<file path="config.mk">
export PLATFORM = sky130hd
export DESIGN_NAME = trap_ctrl_flat
export DESIGN_NICKNAME = d
export VERILOG_FILES = /design/src/rtl/trap_ctrl_if.sv /design/src/rtl/trap_ctrl.sv /design/src/flat_wrapper.sv
export SDC_FILE = /design/constraint.sdc
export NUM_CORES = 1
export LEC_CHECK = 0
export BUFFER_PORTS_ARGS = -buffer_cell sky130_fd_sc_hd__clkbuf_2
export CAP_MARGIN = 20
export CORE_ASPECT_RATIO = 1.1
export CORE_UTILIZATION = 50
export CTS_CLUSTER_DIAMETER = 30
export DETAILED_ROUTE_END_ITERATION = 6
export PLACE_DENSITY = 0.77
export RECOVER_POWER = 50
export SLEW_MARGIN = 20
export SYNTH_ARGS = -nofsm -noshare
export SYNTH_HDL_FRONTEND = slang
export SYNTH_SLANG_ARGS = --single-unit
</file>
<file path="constraint.sdc">
create_clock -name CLK -period 5.15 [get_ports CLK]
set_clock_uncertainty 0.05 [all_clocks]
set_input_delay 0.7725 -clock CLK [delete_from_list [all_inputs] [get_ports CLK]]
set_output_delay 0.7725 -clock CLK [all_outputs]
set_load 0.02 [all_outputs]
</file>
<file path="src/rtl/trap_ctrl_if.sv">
// trap_ctrl_if: pipeline/CSR-file signals exchanged with the trap initiator
interface trap_ctrl_if;
  logic        MEM_WAIT;
  logic        EXC_EN;
  logic [31:0] EXC_CODE;
  logic [31:0] EXC_PC;
  logic        INT_EXT;
  logic        INT_SOFT;
  logic        INT_TIMER;
  logic [31:0] INT_PC;
  logic        INT_ALLOW;
  logic [1:0]  TRAP_VEC_MODE;
  logic [31:0] TRAP_VEC_BASE;
  logic        TRAP_EN;
  logic [31:0] TRAP_CODE;
  logic [31:0] TRAP_PC;
  logic        FLUSH;
  logic [31:0] NEW_PC;
  logic        BUSY;
  modport slave (
    input  MEM_WAIT, EXC_EN, EXC_CODE, EXC_PC, INT_EXT, INT_SOFT, INT_TIMER, INT_PC,
           INT_ALLOW, TRAP_VEC_MODE, TRAP_VEC_BASE,
    output TRAP_EN, TRAP_CODE, TRAP_PC, FLUSH, NEW_PC, BUSY
  );
  modport master (
    output MEM_WAIT, EXC_EN, EXC_CODE, EXC_PC, INT_EXT, INT_SOFT, INT_TIMER, INT_PC,
           INT_ALLOW, TRAP_VEC_MODE, TRAP_VEC_BASE,
    input  TRAP_EN, TRAP_CODE, TRAP_PC, FLUSH, NEW_PC, BUSY
  );
endinterface

</file>
<file path="src/rtl/trap_ctrl.sv">
// trap_ctrl: arbitrates exceptions vs interrupts and sequences trap entry (wait mem, commit, redirect)
module trap_ctrl #(
  parameter bit EXC_PRIO_FIRST = 1'b1
) (
  input logic        CLK,
  input logic        RST,
  trap_ctrl_if.slave bus
);
  typedef enum logic [1:0] {IDLE, WAIT_MEM, COMMIT, REDIRECT} state_t;
  state_t      r_state, w_next;
  logic [31:0] r_code, r_pc, r_tgt, r_trap_code, r_trap_pc, r_new_pc;
  logic        w_int_req, w_pick_int, w_req;
  logic [31:0] w_int_code, w_code, w_pc, w_tgt;
  assign w_int_req  = bus.INT_ALLOW & (bus.INT_EXT | bus.INT_SOFT | bus.INT_TIMER);
  assign w_int_code = bus.INT_EXT ? 32'h8000_000B : bus.INT_SOFT ? 32'h8000_0003 : 32'h8000_0007;
  // the losing exception is simply dropped; a losing interrupt stays asserted and is re-sampled
  assign w_pick_int = w_int_req & (~bus.EXC_EN | ~EXC_PRIO_FIRST);
  assign w_req      = bus.EXC_EN | w_int_req;
  assign w_code     = w_pick_int ? w_int_code : {1'b0, bus.EXC_CODE[30:0]};
  assign w_pc       = w_pick_int ? bus.INT_PC : bus.EXC_PC;
  assign w_tgt      = (w_pick_int && bus.TRAP_VEC_MODE == 2'b01)
                      ? bus.TRAP_VEC_BASE + {25'd0, w_code[4:0], 2'b00} : bus.TRAP_VEC_BASE;
  assign bus.TRAP_CODE = r_trap_code;
  assign bus.TRAP_PC   = r_trap_pc;
  assign bus.NEW_PC    = r_new_pc;
  // state register; reset abandons any in-flight trap
  always_ff @(posedge CLK) r_state <= RST ? IDLE : w_next;
  // next-state: memory must be quiet before commit, then one cycle each of commit and redirect
  always_comb begin
    w_next = (r_state == IDLE)     ? (w_req ? (bus.MEM_WAIT ? WAIT_MEM : COMMIT) : IDLE) :
             (r_state == WAIT_MEM) ? (bus.MEM_WAIT ? WAIT_MEM : COMMIT) :
             (r_state == COMMIT)   ? REDIRECT : IDLE;
  end
  // strobes and stall decoded from state
  always_comb begin
    bus.TRAP_EN = r_state == COMMIT;
    bus.FLUSH   = r_state == REDIRECT;
    bus.BUSY    = r_state != IDLE;
  end
  // capture request (incl. mtvec snapshot) in IDLE; outputs load only when their phase begins
  always_ff @(posedge CLK) begin
    if (RST) begin
      r_code      <= '0;
      r_pc        <= '0;
      r_tgt       <= '0;
      r_trap_code <= '0;
      r_trap_pc   <= '0;
      r_new_pc    <= '0;
    end else begin
      if (r_state == IDLE && w_req) begin
        r_code <= w_code;
        r_pc   <= w_pc;
        r_tgt  <= w_tgt;
      end
      if (w_next == COMMIT) begin
        r_trap_code <= (r_state == IDLE) ? w_code : r_code;
        r_trap_pc   <= (r_state == IDLE) ? w_pc : r_pc;
      end
      if (r_state == COMMIT) r_new_pc <= r_tgt;
    end
  end
endmodule

</file>
<file path="src/flat_wrapper.sv">
// flat-port wrapper written by rule: the top's interface ports become plain ports
module trap_ctrl_flat 
#(
  parameter bit EXC_PRIO_FIRST = 1'b1
)
  (CLK, RST, bus_MEM_WAIT, bus_EXC_EN, bus_EXC_CODE, bus_EXC_PC, bus_INT_EXT, bus_INT_SOFT, bus_INT_TIMER, bus_INT_PC, bus_INT_ALLOW, bus_TRAP_VEC_MODE, bus_TRAP_VEC_BASE, bus_TRAP_EN, bus_TRAP_CODE, bus_TRAP_PC, bus_FLUSH, bus_NEW_PC, bus_BUSY);
  trap_ctrl_if bus_i ();
  input logic CLK;
  input logic RST;
  input wire logic [$bits(bus_i.MEM_WAIT)-1:0] bus_MEM_WAIT;
  input wire logic [$bits(bus_i.EXC_EN)-1:0] bus_EXC_EN;
  input wire logic [$bits(bus_i.EXC_CODE)-1:0] bus_EXC_CODE;
  input wire logic [$bits(bus_i.EXC_PC)-1:0] bus_EXC_PC;
  input wire logic [$bits(bus_i.INT_EXT)-1:0] bus_INT_EXT;
  input wire logic [$bits(bus_i.INT_SOFT)-1:0] bus_INT_SOFT;
  input wire logic [$bits(bus_i.INT_TIMER)-1:0] bus_INT_TIMER;
  input wire logic [$bits(bus_i.INT_PC)-1:0] bus_INT_PC;
  input wire logic [$bits(bus_i.INT_ALLOW)-1:0] bus_INT_ALLOW;
  input wire logic [$bits(bus_i.TRAP_VEC_MODE)-1:0] bus_TRAP_VEC_MODE;
  input wire logic [$bits(bus_i.TRAP_VEC_BASE)-1:0] bus_TRAP_VEC_BASE;
  output wire logic [$bits(bus_i.TRAP_EN)-1:0] bus_TRAP_EN;
  output wire logic [$bits(bus_i.TRAP_CODE)-1:0] bus_TRAP_CODE;
  output wire logic [$bits(bus_i.TRAP_PC)-1:0] bus_TRAP_PC;
  output wire logic [$bits(bus_i.FLUSH)-1:0] bus_FLUSH;
  output wire logic [$bits(bus_i.NEW_PC)-1:0] bus_NEW_PC;
  output wire logic [$bits(bus_i.BUSY)-1:0] bus_BUSY;
  assign bus_i.MEM_WAIT = bus_MEM_WAIT;
  assign bus_i.EXC_EN = bus_EXC_EN;
  assign bus_i.EXC_CODE = bus_EXC_CODE;
  assign bus_i.EXC_PC = bus_EXC_PC;
  assign bus_i.INT_EXT = bus_INT_EXT;
  assign bus_i.INT_SOFT = bus_INT_SOFT;
  assign bus_i.INT_TIMER = bus_INT_TIMER;
  assign bus_i.INT_PC = bus_INT_PC;
  assign bus_i.INT_ALLOW = bus_INT_ALLOW;
  assign bus_i.TRAP_VEC_MODE = bus_TRAP_VEC_MODE;
  assign bus_i.TRAP_VEC_BASE = bus_TRAP_VEC_BASE;
  assign bus_TRAP_EN = bus_i.TRAP_EN;
  assign bus_TRAP_CODE = bus_i.TRAP_CODE;
  assign bus_TRAP_PC = bus_i.TRAP_PC;
  assign bus_FLUSH = bus_i.FLUSH;
  assign bus_NEW_PC = bus_i.NEW_PC;
  assign bus_BUSY = bus_i.BUSY;
  trap_ctrl #(.EXC_PRIO_FIRST(EXC_PRIO_FIRST)) u_core (.CLK(CLK), .RST(RST), .bus(bus_i));
endmodule
</file>
==> key figures <==
STA
  – Final Max Slew Viols: between 60 and 70
  – F_max: 0.2537 GHz
  – Setup violators final: 0
  – Max transition margin: -0.7473
  – Min Tclk post-route: 3.941 ns
  – Measured slew at the worst slew-check pin: 2.621 ns
  – RSZ-0062 raised after global routing: no
  – Fin. Hold Viols: 0
  – Setup TNS: 0 ns
  – Period utilization: 0.7653

CTS
  – H-tree Lvls: 4
  – CTS tree: yes
  – Largest buffer count on any clock path: 2
  – Reg clk slew, reported paths: ~0.07 ns
  – TritonCTS Buffers: 17
  – Post-CTS Setup Inserts: 0
  – CTS-repair resized insts: 0
  – Clock sink count: 194
  – Clock root buffer: clkbuf_16
  – Hold-fix buffers at CTS: 0
  – Worst-skew pair later-pin latency: between 0.4 and 0.5 ns

Hold path
  – Hold Path Cell Cnt: 2
  – HP Class: reg2reg
  – Hold Crit Start: u_core.r_tgt[20]
  – Hold EP: u_core.bus.NEW_PC[20]

Layout
  – Register area: 3884 µm²
  – Final instance area: 10220 µm²
  – Synth-to-Final Area Change: 19.07%
  – Final Non-Filler Cells: 1403
  – Area of the multi-input gates: 4258 µm²
  – Share of cells above drive strength 1: 0.1626
  – Layout Utilization: 0.6174
  – Fill count: ~1600
  – Number of diodes: 0
  – Nets: 1330

Global routing
  – GRT Overall Usage: 0.2461
  – Gr ovfl total: 0
  – Largest net degree at the start of global routing: approximately 100
  – Antenna violations before repair: 1
  – First-pass GRT wire length: 35480 µm
  – Vias in the first global route: 7183

Critical path
  – R2R Path End: u_core.bus.TRAP_PC[25]
  – Setup slack, reg-to-reg: ~1.4 ns
  – Crit path DAT: 3.12 ns
  – Worst Path Max Fanout: 33
  – WP data required: roughly 4.3 ns
  – CP Launch Type: register
  – Reg2Reg Depth: 6
  – Crit. End Element: output port
  – Crit Path Class: reg2out
  – FF-to-FF Start: u_core.r_state[1]

Synthesis
  – Post-synth EDFFs: 0
  – Netlist cell types: 48
  – Synth Warn #: 0
  – Post-synth net total: 1153
  – Synth Register Bits: 194
  – Dominant cell type by area after synthesis: dfxtp_1
  – Most numerous cell in the Yosys netlist: dfxtp_1
  – Post-Syn Area per Cell: 8.507 µm²
  – Top cells by area, synth: dfxtp_1, a211oi_1, nor2_1, a21oi_1, nand2_1
  – Asr flop ratio synth: 0
  – Sequential area share after synthesis: 0.4525
  – Synth top area share: 0.4525
  – Synth Flop Type: dfxtp_1
  – Synth Instances: 1009
  – Synth top cells by count: dfxtp_1, nor2_1, nand2_1
  – Synth Cell Area: 8583 µm²

Die
  – DIE AREA: 17700 µm²
  – Core Region: 16550 µm²
  – I/O Pins: 237
  – Row cnt: 49
  – DIE HEIGHT: 139.4 µm
  – Starting Density: 0.5185
  – Die W: 126.9 µm

Place
  – Hpwl dp: 14280 µm
  – Area of placed instances: 9748 µm²
  – Placed insts: 1369
  – Input/output buffers: 235
  – Gpl congestion: 0.8420

Route
  – DR vias: between 7000 and 8000
  – DR WL/cell: 15.67 µm
  – Initial DRC count: 565
  – Final WL: 21990 µm
  – Metal1 wirelength: 9808 µm
  – Final ANT Viol Nets: 0
  – Drt pass-1 iters: 5
  – Metal2 WL: 10450 µm
  – Top sig layer: met4
  – Met3 Wirelength: between 1500 and 2000 µm
  – Vias/cell: 5.594
  – Number of remaining DRC errors: 0

Power
  – Pwr per Cell Area: roughly 360 nW/µm²
  – Leakage: 4.049 nW
  – Max VDD drop: ~220 µV

Job
  – Max-Cap Viols: 1

Status
  – Violated checks: capacitance limit, slew limit
  – Status: finished, violations left
sequential cells by signal (all words and copies together) (netlist names):
signal / count
u_core.r_pc: 32
u_core.r_state: 2
u_core.r_tgt: 32
u_core.bus.TRAP_CODE: 32
u_core.bus.TRAP_PC: 32
u_core.bus.NEW_PC: 32
u_core.r_code: 32
power breakdown:
group          switching (W)  total (W)  internal (W)
registers          0.0000688    0.00170       0.00163
logic               0.000464   0.000719      0.000255
clock network       0.000574    0.00131      0.000734
total                0.00111    0.00373       0.00262
stage by stage:
stage	total power, W	hold WS (ns)	worst slack, ns
after floorplan	0.002235	0.3821	1.667
after global placement	0.002445	0.3891	1.225
after detailed placement	0.002462	0.3932	1.130
after CTS	0.003766	0.4033	1.508
after global routing	0.003912	0.4178	0.8689
final	0.003730	0.4013	1.209
final cells by class:
cell class | count | share of cell area
clock buffers | 21 | 0.04407
multi-input cells | 712 | 0.4166
flip-flops and latches | 194 | 0.3800
clock inverters | 11 | 0.01224
inverters | 9 | 0.003306
repair buffers | 252 | 0.1188
well taps | 204 | 0.02498
critical path, stage by stage, from the launching register on:
cell and delay, ns:
dfxtp_1 0.49, nand2b_1 0.09, clkbuf_1 0.56, inv_1 0.17
clkbuf_1 1.03, clkbuf_2 0.34
cell usage in the layout (no fill, tap or decap), types with 4 or more instances in the layout:
cell type	n
mux2i_1	34
dfxtp_1	194
xnor2_1	26
a21oi_1	102
a211o_1	35
inv_6	4
nor2_1	166
nand3_1	33
a211oi_1	95
nand2_1	117
nor4_1	8
nand4_1	4
a32oi_1	27
ha_1	5
inv_1	9
clkbuf_1	103
and4_1	4
buf_4	11
clkbuf_2	137
nor3_1	11
clkbuf_16	17
cell families (layout without fill, tap and decap cells):
group,after synthesis,count (layout),share of synthesized area
compound gates,281,281,0.2347
xor+xnor,26,26,0.02653
fa+ha+maj,6,6,0.009621
buf+inv,103,293,0.05423
flops,194,194,0.4525
mux,34,34,0.03965
simple gates,365,365,0.1828
layer usage:
layer	global-route usage	vias up
li1	-	3948
met1	0.3221	3668
met2	0.3991	217
met3	0.07151	16
met4	0.05890	0
met5	0	-
how the worst max path moves through the flow:
stage	startpoint	endpoint	slack [ns]	cells past startpoint
2_1_floorplan	bus_INT_EXT	u_core.r_tgt[24]	1.67	15
3_3_place_gp	bus_INT_EXT	u_core.r_tgt[20]	1.22	13
3_5_place_dp	bus_INT_EXT	u_core.r_tgt[20]	1.13	13
4_1_cts	bus_INT_EXT	u_core.r_tgt[15]	1.51	10
5_1_grt	u_core.r_state[1]	bus_TRAP_EN	0.87	5
6_report	u_core.r_state[1]	bus_TRAP_EN	1.21	5
Note: power is estimated with default switching activity, not from simulation.
